`src/rtl/xgmii_rx_engine.sv`:
```
// ---------------------------------------------------------------------------
// xgmii_rx_engine
//
// Receive-side XGMII parser. Accepts only UDP/IPv4 frames sent to this
// interface's MAC and IPv4 address on UDP port 9 that carry the magic code.
// Up to MAX_WORDS 64-bit payload words are buffered. A frame that passes
// every check is then flushed into the 72-bit {byte_valid, data} FIFO.
//
// Optional feature: define XGMII_RX_CRC_CHECK_EN to check the Ethernet FCS.
// The CRC-32 is computed over W1 through the last payload word and compared
// with lanes 0-3 of the terminate word. A mismatch drops the frame. The
// verdict is taken one edge after the terminate word is sampled.
// The magic code comes from the MAGIC_CODE macro (a default is given below).
//
// Ports
//   xgmii_clk       156.25 MHz clock; all logic uses the rising edge
//   sys_rst         asynchronous, active-high reset
//   xgmii_rxd       {rxc[7:0], rxd[63:0]}; lane 0 is the first byte on the wire
//   if_v4addr       local IPv4 address (quasi-static)
//   if_macaddr      local MAC address (quasi-static)
//   din             FIFO write word {8'hff, payload}
//   wr_en           FIFO write strobe (combinational)
//   full            FIFO full
//   rx_frame_count  number of accepted frames (wraps)
//   rx_drop_count   number of rejected frames (wraps)
//   dbg_state       FSM state: 0 IDLE, 1 HDR, 2 PAYLOAD, 3 DISCARD,
//                   4 FLUSH, 5 CRC_CHK
//
// FIFO handshake: a word moves to the FIFO on every cycle with wr_en high.
// wr_en is high only in FLUSH while full is low. While full is high, din
// holds the pending word.
// ---------------------------------------------------------------------------
`ifndef MAGIC_CODE
`define MAGIC_CODE 32'hc0de_5a1e
`endif

module xgmii_rx_engine #(
  parameter int MAX_WORDS = 8
) (
  input  logic        xgmii_clk,
  input  logic        sys_rst,
  input  logic [71:0] xgmii_rxd,
  input  logic [31:0] if_v4addr,
  input  logic [47:0] if_macaddr,
  output logic [71:0] din,
  output logic        wr_en,
  input  logic        full,
  output logic [31:0] rx_frame_count,
  output logic [31:0] rx_drop_count,
  output logic [2:0]  dbg_state
);

  localparam int IW    = (MAX_WORDS > 1) ? $clog2(MAX_WORDS) : 1;
  localparam int CW    = $clog2(MAX_WORDS + 1);
  localparam int DEPTH = 1 << IW;
  localparam logic [63:0] START_RXD = 64'hd5555555555555fb;
  localparam logic [31:0] MAGIC     = `MAGIC_CODE;

  typedef enum logic [2:0] {
    S_IDLE    = 3'd0,
    S_HDR     = 3'd1,
    S_PAYLOAD = 3'd2,
    S_DISCARD = 3'd3,
    S_FLUSH   = 3'd4,
    S_CRC_CHK = 3'd5
  } state_e;

  state_e          state_q, state_d;
  logic [2:0]      idx_q, idx_d;
  logic [CW-1:0]   wr_ptr_q, wr_ptr_d;
  logic [IW-1:0]   rd_ptr_q, rd_ptr_d;
  logic [31:0]     frame_cnt_q, frame_cnt_d;
  logic [31:0]     drop_cnt_q, drop_cnt_d;
  logic [63:0]     mem_q [DEPTH];
  logic            mem_we;

`ifdef XGMII_RX_CRC_CHECK_EN
  logic [31:0]     crc_q, crc_d;
  logic [31:0]     fcs_q, fcs_d;

  // Reflected Ethernet CRC-32. Processes one 64-bit word, lane 0 first and
  // each byte LSB first.
  function automatic logic [31:0] crc32_d64(input logic [31:0] crc_in,
                                            input logic [63:0] data);
    logic [31:0] c;
    c = crc_in;
    for (int i = 0; i < 64; i++) begin
      if (c[0] ^ data[i]) c = (c >> 1) ^ 32'hedb88320;
      else                c = c >> 1;
    end
    return c;
  endfunction
`endif

  // ---- input decode -------------------------------------------------------
  logic [7:0]  rxc;
  logic [63:0] rxd;
  logic        is_start, is_term, is_data, has_fd, hdr_ok, buf_full, last_rd;

  assign rxc      = xgmii_rxd[71:64];
  assign rxd      = xgmii_rxd[63:0];
  assign is_start = (rxc == 8'h01) && (rxd == START_RXD);
  assign is_term  = (rxc == 8'hf0) && (rxd[39:32] == 8'hfd);
  assign is_data  = (rxc == 8'h00);
  assign buf_full = (wr_ptr_q == CW'(MAX_WORDS));
  assign last_rd  = ((CW'(rd_ptr_q) + CW'(1)) == wr_ptr_q);

  // A terminate control character in any lane ends a discarded frame.
  always_comb begin
    has_fd = 1'b0;
    for (int i = 0; i < 8; i++) begin
      if (rxc[i] && (rxd[8*i +: 8] == 8'hfd)) has_fd = 1'b1;
    end
  end

  // Header field checks. Multi-byte fields arrive MSB first, so they sit
  // byte-reversed in the little-endian lane order of rxd.
  always_comb begin
    hdr_ok = 1'b0;
    case (idx_q)
      3'd1: hdr_ok = (rxd[47:0] == {if_macaddr[7:0],   if_macaddr[15:8],
                                    if_macaddr[23:16], if_macaddr[31:24],
                                    if_macaddr[39:32], if_macaddr[47:40]});
      3'd2: hdr_ok = (rxd[63:32] == 32'h0045_0008);
      3'd3: hdr_ok = (rxd[63:56] == 8'h11);
      3'd4: hdr_ok = (rxd[63:48] == {if_v4addr[23:16], if_v4addr[31:24]});
      3'd5: hdr_ok = (rxd[15:0]  == {if_v4addr[7:0], if_v4addr[15:8]}) &&
                     (rxd[47:32] == 16'h0900);
      3'd6: hdr_ok = (rxd[47:16] == {MAGIC[7:0], MAGIC[15:8],
                                     MAGIC[23:16], MAGIC[31:24]});
      default: hdr_ok = 1'b0;
    endcase
  end

  // ---- next-state logic ---------------------------------------------------
  always_comb begin
    state_d     = state_q;
    idx_d       = idx_q;
    wr_ptr_d    = wr_ptr_q;
    rd_ptr_d    = rd_ptr_q;
    frame_cnt_d = frame_cnt_q;
    drop_cnt_d  = drop_cnt_q;
    mem_we      = 1'b0;
`ifdef XGMII_RX_CRC_CHECK_EN
    crc_d       = crc_q;
    fcs_d       = fcs_q;
`endif

    case (state_q)
      S_IDLE: begin
        if (is_start) begin
          state_d  = S_HDR;
          idx_d    = 3'd1;
          wr_ptr_d = '0;
`ifdef XGMII_RX_CRC_CHECK_EN
          crc_d    = 32'hffffffff;
`endif
        end
      end

      S_HDR: begin
        if (is_start) begin
          // Restart on the new frame; the interrupted one counts as dropped.
          drop_cnt_d = drop_cnt_d + 32'd1;
          idx_d      = 3'd1;
          wr_ptr_d   = '0;
`ifdef XGMII_RX_CRC_CHECK_EN
          crc_d      = 32'hffffffff;
`endif
        end else if (!is_data || !hdr_ok) begin
          drop_cnt_d = drop_cnt_d + 32'd1;
          wr_ptr_d   = '0;
          state_d    = S_DISCARD;
        end else begin
`ifdef XGMII_RX_CRC_CHECK_EN
          crc_d = crc32_d64(crc_q, rxd);
`endif
          if (idx_q == 3'd6) state_d = S_PAYLOAD;
          else               idx_d   = idx_q + 3'd1;
        end
      end

      S_PAYLOAD: begin
        if (is_start) begin
          drop_cnt_d = drop_cnt_d + 32'd1;
          state_d    = S_HDR;
          idx_d      = 3'd1;
          wr_ptr_d   = '0;
`ifdef XGMII_RX_CRC_CHECK_EN
          crc_d      = 32'hffffffff;
`endif
        end else if (is_data) begin
          if (buf_full) begin
            drop_cnt_d = drop_cnt_d + 32'd1;
            wr_ptr_d   = '0;
            state_d    = S_DISCARD;
          end else begin
            mem_we   = 1'b1;
            wr_ptr_d = wr_ptr_q + CW'(1);
`ifdef XGMII_RX_CRC_CHECK_EN
            crc_d    = crc32_d64(crc_q, rxd);
`endif
          end
        end else if (is_term) begin
          if (wr_ptr_q == '0) begin
            drop_cnt_d = drop_cnt_d + 32'd1;
            state_d    = S_IDLE;
          end else begin
            rd_ptr_d = '0;
`ifdef XGMII_RX_CRC_CHECK_EN
            fcs_d    = rxd[31:0];
            state_d  = S_CRC_CHK;
`else
            frame_cnt_d = frame_cnt_d + 32'd1;
            state_d     = S_FLUSH;
`endif
          end
        end else begin
          // Any other control word. If it still carries a terminate, the
          // frame has ended; otherwise skip the rest of it.
          drop_cnt_d = drop_cnt_d + 32'd1;
          wr_ptr_d   = '0;
          state_d    = has_fd ? S_IDLE : S_DISCARD;
        end
      end

      S_DISCARD: begin
        if (is_start) begin
          state_d  = S_HDR;
          idx_d    = 3'd1;
          wr_ptr_d = '0;
`ifdef XGMII_RX_CRC_CHECK_EN
          crc_d    = 32'hffffffff;
`endif
        end else if (has_fd) begin
          state_d = S_IDLE;
        end
      end

`ifdef XGMII_RX_CRC_CHECK_EN
      S_CRC_CHK: begin
        if (is_start) drop_cnt_d = drop_cnt_d + 32'd1;
        // The FCS is the complemented CRC, sent low byte first in lane 0.
        if (~crc_q == fcs_q) begin
          frame_cnt_d = frame_cnt_d + 32'd1;
          state_d     = S_FLUSH;
        end else begin
          drop_cnt_d = drop_cnt_d + 32'd1;
          wr_ptr_d   = '0;
          state_d    = S_IDLE;
        end
      end
`endif

      S_FLUSH: begin
        // A start word here cannot be parsed, so that frame is lost.
        if (is_start) drop_cnt_d = drop_cnt_d + 32'd1;
        if (!full) begin
          if (last_rd) begin
            state_d  = S_IDLE;
            rd_ptr_d = '0;
            wr_ptr_d = '0;
          end else begin
            rd_ptr_d = rd_ptr_q + IW'(1);
          end
        end
      end

      default: state_d = S_IDLE;
    endcase
  end

  // ---- registers ----------------------------------------------------------
  always_ff @(posedge xgmii_clk or posedge sys_rst) begin
    if (sys_rst) begin
      state_q     <= S_IDLE;
      idx_q       <= 3'd0;
      wr_ptr_q    <= '0;
      rd_ptr_q    <= '0;
      frame_cnt_q <= 32'd0;
      drop_cnt_q  <= 32'd0;
`ifdef XGMII_RX_CRC_CHECK_EN
      crc_q       <= 32'hffffffff;
      fcs_q       <= 32'd0;
`endif
    end else begin
      state_q     <= state_d;
      idx_q       <= idx_d;
      wr_ptr_q    <= wr_ptr_d;
      rd_ptr_q    <= rd_ptr_d;
      frame_cnt_q <= frame_cnt_d;
      drop_cnt_q  <= drop_cnt_d;
`ifdef XGMII_RX_CRC_CHECK_EN
      crc_q       <= crc_d;
      fcs_q       <= fcs_d;
`endif
    end
  end

  // The payload storage needs no reset; it is read only in FLUSH.
  always_ff @(posedge xgmii_clk) begin
    if (mem_we) mem_q[wr_ptr_q[IW-1:0]] <= rxd;
  end

  // ---- outputs ------------------------------------------------------------
  assign wr_en          = (state_q == S_FLUSH) && !full;
  assign din            = (state_q == S_FLUSH) ? {8'hff, mem_q[rd_ptr_q]} : 72'd0;
  assign rx_frame_count = frame_cnt_q;
  assign rx_drop_count  = drop_cnt_q;
  assign dbg_state      = state_q;

endmodule

```
`config.mk`:
```
export PLATFORM = sky130hd
export DESIGN_NAME = xgmii_rx_engine
export DESIGN_NICKNAME = d
export VERILOG_FILES = /design/src/rtl/xgmii_rx_engine.sv
export SDC_FILE = /design/constraint.sdc
export NUM_CORES = 1
export LEC_CHECK = 0
export CAP_MARGIN = 30
export CORE_MARGIN = 4
export CORE_UTILIZATION = 45
export DETAILED_ROUTE_END_ITERATION = 10
export PLACE_DENSITY_LB_ADDON = 0.08
export SLEW_MARGIN = 20
export SYNTH_ARGS = -nofsm -noshare
export SYNTH_HDL_FRONTEND = slang
export SYNTH_SLANG_ARGS = --single-unit
```
`constraint.sdc`:
```
create_clock -name xgmii_clk -period 11.8 [get_ports xgmii_clk]
set_input_delay 2.36 -clock xgmii_clk [delete_from_list [all_inputs] [get_ports xgmii_clk]]
set_output_delay 2.36 -clock xgmii_clk [all_outputs]
set_load 0.1 [all_outputs]
```
==> metrics.md, run 1 <==
| Metric | Value |
|---|---|
| Post-Syn Area | `24700 um2` |
| Post-synth EDFFs | `512` |
| PwrDens | `152 nW/um2` |
| Initial antenna violation count | `3` |
| Period utilisation layout | `0.571` |
| Max Slew Vio Count | `0` |
| RD Place Congestion | `0.838` |
| Antenna-violating nets left | `0` |
| DR pass1 iterations | `5` |
| Async SR Flop Fraction | `0.131` |
| Worst rel slew slack | `0.306` |
| CTS tree | `yes` |
| CTS Sinks | `589` |
| Multiplexer share of the synthesized area | `0.145` |
| Port bufs | `294` |
| Yosys warning count | `0` |
| Dpl hpwl | `43000 um` |
| Site row count | `85` |
| Setup total negative slack | `0 ns` |
| Worst hold path class | `register to register` |
| Startpoint Class | `register` |
| PnR Total Power | `4.72 mW` |
| Critical Path RT | `9.44 ns` |
| Crit. End Element | `output pin` |
| Die Height | `242 um` |
| Vias per cell | `5.69` |
| Final Hold Fails | `0` |
| Fmax | `148 MHz` |
| Post-Synth XOR/XNOR Area | `0.0493` |
| H-tree depth | `2` |
| Gr usage total | `0.227` |
| CP arrival | `4.38 ns` |
| Layout cells sized above 1 | `0.161` |
| Clk_skew | `0.0225 ns` |
| Top Ports | `295` |
| Die width | `242 um` |
| Drt initial violations | `1273` |
| Dominant synthesized flop cell | `edfxtp_1` |
| Die area | `58600 um2` |
| Static Leak | `10.2 nW` |
| Synth Register Bits | `589` |
| Vias in the first global route | `15118` |
| VDD IR-drop max | `0.000253 V` |
| Outcome | `complete, no violations` |
| Netlist cell types | `63` |
| CTS resizes | `0` |
| DR vias | `14118` |
| Synth Area in Compound Gates | `0.0122` |
| Fin crit period | `6.74 ns` |
| CTS Buffer Depth | `3` |
| Area grow syn2layout | `25.6%` |
| Inserted Clock Buffers | `61` |
| Critical path type | `register to output pin` |
| Cells after Synth | `1394` |
| DRC Markers | `0` |
| First-pass GRT wire length | `99500 um` |
| Grt total ovfl | `0` |
| Final number of setup-violating endpoints | `0` |
| Nets@finish | `1894` |
| CTS clk-pin slew, worst paths | `0.06 ns` |
| Synthesized Nets | `1559` |
| Routed wire length per instance | `26.8 um` |
| Number of post-CTS setup repair buffers | `0` |
| Worst Tran Pin Value | `1.04 ns` |
| Post-Synth Adder-Cell Area | `0.00507` |
| Clock latency on the worst-skew pair | `0.62 ns` |
| Synth Area in Simple Gates | `0.0726` |
| Largest family of logic cells by synthesized area | `multiplexers` |
| Drt total wl | `66500 um` |
| Initial Util | `0.457` |
| Largest net degree at the start of global routing | `63` |
| Hold_buf cts | `0` |
| Total of max-cap violations | `0` |
| Critical path fanouts, max | `38` |
| Clock root cell | `clkbuf_16` |
| Sequential area share after synthesis | `0.701` |
| Syn Area/Cell | `17.7 um2` |
| Core area | `54000 um2` |
| RSZ-0062 raised after global routing | `no` |
[cell usage after synthesis, drive strengths merged, types with 2 or more instances]
master | instances | area (um2)
edfxtp | 512 | 15400
mux4 | 128 | 2880
nor2 | 100 | 383
xnor2 | 87 | 762
dfrtp | 77 | 1930
mux2i | 66 | 661
nand2 | 60 | 228
xor2 | 52 | 455
nand4 | 41 | 257
clkbuf | 33 | 124
buf | 28 | 135
nor4 | 26 | 214
nand3 | 25 | 125
inv | 24 | 90.1
and3 | 18 | 118
nor3 | 11 | 55.1
ha | 10 | 125
a21oi | 7 | 35.0
and4 | 7 | 62.6
o21ai | 7 | 35.0
or4 | 7 | 60.1
nand2b | 5 | 31.3
and2 | 4 | 25.0
mux2 | 4 | 45.0
nand3b | 4 | 30.0
o22ai | 4 | 25.0
a22o | 3 | 35.0
and3b | 3 | 26.3
nand4b | 3 | 26.3
nor2b | 3 | 18.8
nor4b | 3 | 26.3
o2bb2ai | 3 | 26.3
o31ai | 3 | 22.5
a211o | 2 | 17.5
a31oi | 2 | 12.5
and4b | 2 | 20.0
nor4bb | 2 | 20.0
o211ai | 2 | 15.0
or2 | 2 | 12.5
or3 | 2 | 12.5
[critical path, stage by stage, from the launching register on]
cell             delay (ns)
dfrtp_4                0.80
buf_12                 0.29
buf_4                  0.67
mux4_2                 0.60
mux2i_1                0.20
nor2_1                 0.13
clkdlybuf4s50_1        1.02
[layer usage]
layer  routed length [um]  GRT usage  part of all wire
met5                    8          0           0.00012
met4                 1660     0.0616             0.025
met3                 5000     0.0546             0.075
met2                31500      0.361              0.47
met1                28300      0.318              0.43
[sequential cells by signal, indices dropped and copies added (netlist names)]
register	count
idx_q	3
rx_drop_count	32
rd_ptr_q	3
mem_q	512
wr_ptr_q	4
dbg_state	3
rx_frame_count	32
[power breakdown]
| part | total (mW) | leakage (nW) | switching, mW | internal [mW] |
|---|---|---|---|---|
| Sequential | 2.31 | 5.64 | 0.0291 | 2.28 |
| Combinational | 0.448 | 3.52 | 0.278 | 0.170 |
| Clock | 1.96 | 1.00 | 0.779 | 1.18 |
| Total | 4.72 | 10.2 | 1.09 | 3.64 |
[cells by family (layout without fill, tap and decap cells)]
| kind of cell | Yosys count | after routing |
|---|---|---|
| other | 0 | 2 |
| DFF | 589 | 589 |
| buffers and inverters | 85 | 473 |
| adders and majority gates | 10 | 10 |
| xor gates and xnor gates | 139 | 139 |
| and+or+nand+nor | 332 | 332 |
| AOI/OAI and AO/OA | 41 | 41 |
| muxes | 198 | 198 |
[placed cells by master (no fill, tap or decap), types with 4 or more instances in the layout]
cell type / netlist / layout
nand3_1: 25 / 25
edfxtp_1: 512 / 512
bufinv_16: 0 / 9
clkinv_1: 0 / 12
nor2_1: 99 / 93
clkinv_2: 0 / 9
xor2_1: 52 / 52
buf_4: 7 / 19
mux4_2: 128 / 128
buf_12: 0 / 5
a21oi_1: 7 / 7
ha_1: 10 / 10
nand3b_1: 4 / 4
nor3_1: 11 / 9
and4_1: 6 / 6
nand2b_1: 5 / 5
xnor2_1: 87 / 87
clkbuf_16: 0 / 63
and3_1: 17 / 17
and2_1: 4 / 4
nand4_1: 41 / 41
nor2_4: 1 / 7
o21ai_0: 7 / 7
buf_16: 0 / 14
o22ai_1: 4 / 4
nor4_1: 22 / 22
nand2_1: 59 / 58
clkdlybuf4s50_1: 0 / 294
dfrtp_1: 77 / 74
mux2i_1: 66 / 66
mux2_2: 4 / 4
or4_1: 5 / 5
clkbuf_1: 33 / 17
inv_1: 24 / 23
[per-stage QoR]
stage | area (um2) | util | hold slack (ns) | instances | setup WS [ns]
6_report | 31000 | 0.574 | 0.478 | 2480 | 5.06
4_1_cts | 30900 | 0.572 | 0.474 | 2474 | 4.92
5_1_grt | 31000 | 0.574 | 0.502 | 2480 | 4.75
3_3_place_gp | 28400 | 0.526 | 0.459 | 2342 | 5.24
2_1_floorplan | 24700 | - | 0.539 | 1394 | 2.99
3_5_place_dp | 28800 | 0.533 | 0.461 | 2358 | 5.22
[cell type report]
| cell class | instances | area (um2) |
|---|---|---|
| diodes | 2 | 5.00 |
| clock buffers | 82 | 1670 |
| clock inverters | 34 | 397 |
| fillers | 4142 | 23000 |
| inverters | 24 | 91.3 |
| multi-input cells | 720 | 7080 |
| flip-flops and latches | 589 | 17300 |
| well taps | 696 | 871 |
| repair buffers | 333 | 3580 |
[worst paths after layout]
path	depth (start not counted)	endpoint	start	slack (ns)
worst min register to register	1	rx_frame_count[31]$_DFFE_PP0P_	rx_frame_count[31]$_DFFE_PP0P_	0.48
min in group asynchronous	3	rx_frame_count[31]$_DFFE_PP0P_	sys_rst	2.21
worst max-delay path	6	din[24]	rd_ptr_q[0]$_DFFE_PP0P_	5.06
worst max register to register	7	mem_q[2][14]$_DFFE_PP_	dbg_state[1]$_DFFE_PP0P_	8.36
worst min-delay path	1	rx_frame_count[31]$_DFFE_PP0P_	rx_frame_count[31]$_DFFE_PP0P_	0.48
max in group asynchronous	4	rd_ptr_q[0]$_DFFE_PP0P_	sys_rst	8.97
(Power assumes the default switching activity.)
==> run 2: changes to the inputs <==
- clock period: 11.8 -> 5.65 ns (I/O delays scaled with it)
==> run 2 against run 1 <==
  * Clock skew fell by 0.0027 ns
  * Non-clock buffer count rose by 8
  * Flip-flop and latch count did not move
==> metrics.md, run 2 (synthesis gave the netlist of run 1 again) <==
| Metric | Value |
|---|---|
| Clock root cell | `clkbuf_16 (unchanged)` |
| CTS Sinks | `589 (unchanged)` |
| DRC Markers | `0 (unchanged)` |
| Initial Util | `0.457 (unchanged)` |
| CP arrival | `3.76 ns (was 4.38 ns)` |
| Slowest-stage cell, CP | `clkdlybuf4s50_1 (unchanged)` |
| Grt total ovfl | `0 (unchanged)` |
| Largest register FFs | `512 (unchanged)` |
| Clk_skew | `0.0198 ns (was 0.0225 ns)` |
| Hold-critical path depth | `1 (unchanged)` |
| CTS clk-pin slew, worst paths | `0.06 ns (about the same)` |
| Critical path type | `register to output pin (unchanged)` |
| Drt initial violations | `1124 (was 1273)` |
| Area grow syn2layout | `24.4% (was 25.6%)` |
| Nets@finish | `1901 (was 1894)` |
| Non-filler instance count after layout | `2484 (was 2480)` |
| Worst hold path class | `register to register (unchanged)` |
| Vias per cell | `5.74 (was 5.69)` |
| CTS resizes | `0 (unchanged)` |
| RD Place Congestion | `0.858 (was 0.838)` |
| Inserted Clock Buffers | `60 (was 61)` |
| Critical Path RT | `4.52 ns (was 9.44 ns)` |
| Final worst slack | `0.764 ns (was 5.06 ns)` |
| Clk pwr share | `0.395 (was 0.416)` |
| DR vias | `14256 (was 14118)` |
| Most frequent cells in the layout | `edfxtp_1 (512), clkdlybuf4s50_1 (250), mux4_2 (128) (was edfxtp_1 (512), clkdlybuf4s50_1 (294), mux4_2 (128))` |
| Number of post-CTS setup repair buffers | `0 (unchanged)` |
| RSZ-0062 raised after global routing | `no (unchanged)` |
| Setup total negative slack | `0 ns (unchanged)` |
| PwrDens | `310 nW/um2 (was 152 nW/um2)` |
| Worst path cell trace | `buf_12, mux4_2, mux2i_1, nor2_1, clkdlybuf4s50_1 (was buf_12, buf_4, mux4_2, mux2i_1, nor2_1, clkdlybuf4s50_1)` |
| Total of max-cap violations | `0 (unchanged)` |
| HP Start | `rx_drop_count[31]$_DFFE_PP0P_ (was rx_frame_count[31]$_DFFE_PP0P_)` |
| Gate power share | `0.097 (was 0.095)` |
| Fin crit period | `4.89 ns` |
| Largest delay share family, worst path | `buffers and inverters (unchanged)` |
| Clock latency on the worst-skew pair | `0.62 ns (about the same)` |
| Critical path depth in cells | `5 (was 6)` |
| CTS tree | `yes (unchanged)` |
| Top Ports | `295 (unchanged)` |
| Layout cells sized above 1 | `0.190 (was 0.161)` |
| Reg2reg path depth | `10 (was 7)` |
| Crit. End Element | `output pin (unchanged)` |
| DP Cell Count | `2368 (was 2358)` |
| Die Height | `242 um (unchanged)` |
| Drt total wl | `66900 um (was 66500 um)` |
| Hold path endpoint | `rx_drop_count[31]$_DFFE_PP0P_ (was rx_frame_count[31]$_DFFE_PP0P_)` |
| Die width | `242 um (unchanged)` |
| Final number of setup-violating endpoints | `0 (unchanged)` |
| Hold_ws | `0.483 ns (was 0.478 ns)` |
| Initial antenna violation count | `6 (was 3)` |
| R2R Setup Slk | `2.28 ns (was 8.36 ns)` |
| Sw Pwr | `2.27 mW (was 1.09 mW)` |
| Worst Tran Pin Value | `1.04 ns (about the same)` |
| Setup WS pre-CTS | `0.815 ns (was 5.22 ns)` |
| Critical path fanouts, max | `34 (was 38)` |
| Hold_buf cts | `0 (unchanged)` |
| Dpl hpwl | `43100 um (was 43000 um)` |
| Die area | `58600 um2 (unchanged)` |
| Max Slew Vio Count | `0 (unchanged)` |
| Fill cells | `4230 (was 4142)` |
| Fmax | `205 MHz` |
| Int Pwr | `7.23 mW (was 3.64 mW)` |
| Sequential Power Share | `0.508 (was 0.489)` |
| CTS Buffer Depth | `3 (unchanged)` |
| VDD IR-drop max | `0.000367 V (was 0.000253 V)` |
| Largest net degree at the start of global routing | `57 (was 63)` |
| Antenna-violating nets left | `0 (unchanged)` |
| Crit Reg-Reg Endpoint | `wr_ptr_q[1]$_DFFE_PP0P_ (was mem_q[2][14]$_DFFE_PP_)` |
| DR pass1 iterations | `5 (unchanged)` |
| Core area | `54000 um2 (unchanged)` |
| Leading cell type in the layout, fill and taps excluded | `edfxtp_1 (unchanged)` |
| Port bufs | `294 (unchanged)` |
| Sw frac | `0.239 (was 0.230)` |
| Routed wire length per instance | `26.9 um (was 26.8 um)` |
| Worst rel slew slack | `0.307 (was 0.306)` |
| Area post-placement | `28800 um2 (about the same)` |
| CP max stage delay | `0.98 ns (was 1.02 ns)` |
| Design area | `30700 um2 (was 31000 um2)` |
| Vias in the first global route | `14796 (was 15118)` |
| Startpoint Class | `register (unchanged)` |
| H-tree depth | `2 (unchanged)` |
| Reg2reg start | `rd_ptr_q[1]$_DFFE_PP0P_ (was dbg_state[1]$_DFFE_PP0P_)` |
| Outcome | `complete, no violations (unchanged)` |
| CP bufs+invs | `2 (was 3)` |
| First-pass GRT wire length | `98900 um (was 99500 um)` |
| Final Hold Fails | `0 (unchanged)` |
| Period utilisation layout | `0.865` |
| Gr usage total | `0.226 (was 0.227)` |
| Static Leak | `10.2 nW (about the same)` |
| Site row count | `85 (unchanged)` |
## run 2: metrics by stage
step	power, mW	util
floorplan	5.44	-
global placement	5.81	0.529
detailed placement	5.84	0.533
CTS	9.59	0.567
global route	9.83	0.568
finish	9.50	0.568
## run 2: power by group through the flow
stage | sequential (mW) | combinational (mW) | clock, mW
6_report | 4.83 | 0.918 | 3.75
5_1_grt | 4.83 | 0.975 | 4.02
4_1_cts | 4.83 | 0.925 | 3.83
3_5_place_dp | 4.92 | 0.922 | 0
3_3_place_gp | 4.92 | 0.895 | 0
2_1_floorplan | 5.11 | 0.324 | 0
## run 2: layout make-up
cell class                 count  area, um2  share of cell area
multi-input combinational    720       7090               0.231
tap                          696        871              0.0284
antenna                        3       7.51            0.000245
inverter                      24       91.3             0.00298
sequential                   589      17300               0.564
timing repair buffer         341       3460               0.113
clock buffer                  70       1540              0.0502
clock inverter                41        314              0.0102
## run 2: how the worst max path moves through the flow
stage / startpoint / to / slack, ns
final: rd_ptr_q[0]$_DFFE_PP0P_ / din[47] / 0.76
after global routing: rd_ptr_q[0]$_DFFE_PP0P_ / din[1] / 0.55
after CTS: rd_ptr_q[0]$_DFFE_PP0P_ / din[47] / 0.63
after detailed placement: xgmii_rxd[37] / rx_drop_count[1]$_DFFE_PP0P_ / 0.81
after global placement: xgmii_rxd[37] / rx_drop_count[1]$_DFFE_PP0P_ / 0.80
after floorplan: xgmii_rxd[69] / mem_q[1][0]$_DFFE_PP_ / -0.21
## run 2: routing by layer
| metal | track usage | vias to the layer above | wire length (um) |
|---|---|---|---|
| li1 | - | 6181 | - |
| met4 | 0.0541 | 6 | 1460 |
| met3 | 0.0562 | 88 | 5010 |
| met5 | 0 | - | 41 |
| met1 | 0.319 | 7471 | 28500 |
| met2 | 0.361 | 510 | 31900 |
==> variant (settings of run 2) <==
Register the input `xgmii_rxd` before use. The logic sees it one clock later. The other inputs are not delayed to match.
--- a/src/rtl/xgmii_rx_engine.sv
+++ b/src/rtl/xgmii_rx_engine.sv
@@ -65,6 +65,12 @@
     S_CRC_CHK = 3'd5
   } state_e;
 
+  logic [71:0] xgmii_rxd_q;
+
+  always_ff @(posedge xgmii_clk) begin
+    xgmii_rxd_q <= xgmii_rxd;
+  end
+
   state_e          state_q, state_d;
   logic [2:0]      idx_q, idx_d;
   logic [CW-1:0]   wr_ptr_q, wr_ptr_d;
@@ -97,8 +103,8 @@
   logic [63:0] rxd;
   logic        is_start, is_term, is_data, has_fd, hdr_ok, buf_full, last_rd;
 
-  assign rxc      = xgmii_rxd[71:64];
-  assign rxd      = xgmii_rxd[63:0];
+  assign rxc      = xgmii_rxd_q[71:64];
+  assign rxd      = xgmii_rxd_q[63:0];
   assign is_start = (rxc == 8'h01) && (rxd == START_RXD);
   assign is_term  = (rxc == 8'hf0) && (rxd[39:32] == 8'hfd);
   assign is_data  = (rxc == 8'h00);
Check against the original RTL: not equivalent (a bounded check fails within 4 cycles, from zero or initial values and one cycle with sys_rst high).
==> variant against run 2 <==
Worst hold slack worse by 0.0059 ns. Global-route usage up 0.24 points. Setup slack better by 0.28 ns. Register-to-register slack worse by 0.69 ns. Fmax is 6.0% higher. Sequential cell count increased by 72. Area after synthesis increased by 8.8%. Count of clock-buffer cells in the layout rose by 32. Routed wire length increased by 9.3%. Final area up 8.0%. Highest routed layer is now met4.
Power is not compared: it rests on default switching activity, and its combinational part moved more than twofold at a synthesized area within 25%.
==> variant: results (changes against run 2) <==
| Result | This run | vs run 2 |
|---|---|---|
| Result of the run | completed |  |
| Vias in the first global route | 16187 | +9.4% |
| Portion of the post-synthesis area used by sequential elements | 0.698 | -0.00275 |
| Number of flops mapped to enable cells by yosys | 512 | unchanged |
| Number of distinct library cell variants in the gate-level netlist after synthesis | 75 | +19% |
| Fraction of registers with async set or reset after synthesis | 0.116 | -0.0142 |
| Slew of the pin with the lowest slew margin | 1.03 ns | -0.00661 ns |
| Crit path arrival time | 3.48 ns | -0.28 ns |
| Global routing usage on met3 | 0.0480 | -0.00827 |
| Synthesized net count | 1734 | +11% |
| Area share of xor/xnor cells in the synthesized design | 0.0447 | -0.00463 |
| Leading post-synthesis cells by instance count | edfxtp_1, mux4_2, nor2_1, dfrtp_1, dfxtp_1 |  |
| Met2 Resource Use GR | 0.364 | +0.00325 |
| Count of antenna diodes in the layout | 0 | -3 |
| Crit path max fanout | 54 | +59% |
| Final weighted congestion in routability-driven placement | 0.910 | +6.1% |
| Fill cell total of the finished layout | 4675 | +11% |
| Maximum level of the CTS H-tree | 3 | +1 |
| Pin count of the biggest net entering global routing | 63 | +11% |
| Mux cell area share after synthesis | 0.133 | -0.0121 |
| Top area cells in the synthesized netlist | edfxtp_1, mux4_2, dfrtp_1 |  |
| Proportion of layout cells with a drive suffix above 1 | 0.198 | +0.00846 |
| Half-perimeter wire length of the detailed placement result | 47000 µm | +9.0% |
| TritonCTS buffer count | 71 | +18% |
| Antenna violations before repair | 1 | -5 |
| DRT Wirelength | 73100 µm | +9.3% |
| Adder and majority gate portion of the synthesized area | 0.00466 | -0.000408 |
| Fin nets | 2078 | +9.3% |
| Clock buffer depth | 3 | unchanged |
| Via count normalized by instance count | 5.72 | -0.32% |
| Final setup skew | 0.0234 ns | +0.00360 ns |
| Synthesized-area fraction occupied by ao, oa, aoi and oai cells | 0.0132 | +0.00102 |
-- variant: cell count changes after synthesis, sizes merged, moves of 8 or more --
cell,delta
dfxtp,+72
nor3,+22
xnor2,-18
nand3,+16
xor2,+16
nor4,+11
nor3b,+8
-- variant: final timing paths --
| kind | from | endpoint | slack, ns | depth (start not counted) |
|---|---|---|---|---|
| hold reg to reg | rx_frame_count[31] | rx_frame_count[31] | 0.48 | 1 |
| max in group asynchronous | sys_rst | rx_frame_count[2] | 4.26 | 3 |
| setup / recovery | dbg_state[2] | din[23] | 1.04 | 5 |
| min in group asynchronous | sys_rst | rx_frame_count[28] | 0.77 | 2 |
| setup reg to reg | xgmii_rxd_q[59] | rx_drop_count[31] | 1.59 | 9 |
| hold / removal | rx_frame_count[31] | rx_frame_count[31] | 0.48 | 1 |
-- variant: kinds of logic after synthesis --
group,Yosys count
fa+ha+maj,10
flops,661
compound gates,48
mux,197
xor+xnor,137
buf+inv,88
simple gates,428
-- variant: final cells by class --
type / count / share of cell area
clock buffer: 102 / 0.0618
clock inverter: 29 / 0.00714
inverter: 24 / 0.00276
multi-input combinational: 820 / 0.235
sequential: 661 / 0.566
tap: 773 / 0.0292
timing repair buffer: 335 / 0.0983
-- variant: per-stage QoR --
stage	setup TNS (ns)	hold WS, ns	std cells	area [µm²]	worst slack, ns
after global routing	0	0.491	2744	33100	0.878
after CTS	0	0.474	2743	33100	1.00
after detailed placement	0	0.464	2612	30800	0.629
after floorplan	-172.61	0.509	1569	26900	-1.23
after global placement	0	0.465	2606	30700	0.716
final	0	0.477	2744	33100	1.04
-- variant: power groups by stage --
stage	clock [mW]	combinational, mW	sequential, mW
floorplan	0	1.69	5.68
global placement	0	2.37	5.70
detailed placement	0	2.40	5.70
CTS	4.63	2.41	5.60
global route	4.84	2.53	5.62
finish	4.53	2.37	5.59
-- variant: layer usage --
metal | wire length, µm | share of wire | vias up
met4 | 2110 | 0.029 | 0
met3 | 4730 | 0.065 | 108
li1 | - | - | 6847
met5 | 0 | 0 | -
met2 | 34800 | 0.48 | 526
met1 | 31500 | 0.43 | 8216
-- variant: critical path: stages (launching register included) --
cell,delay (ns)
dfrtp_1,0.65
inv_1,0.25
or3_2,0.73
buf_4,0.47
nor2_1,0.39
buf_4,0.36
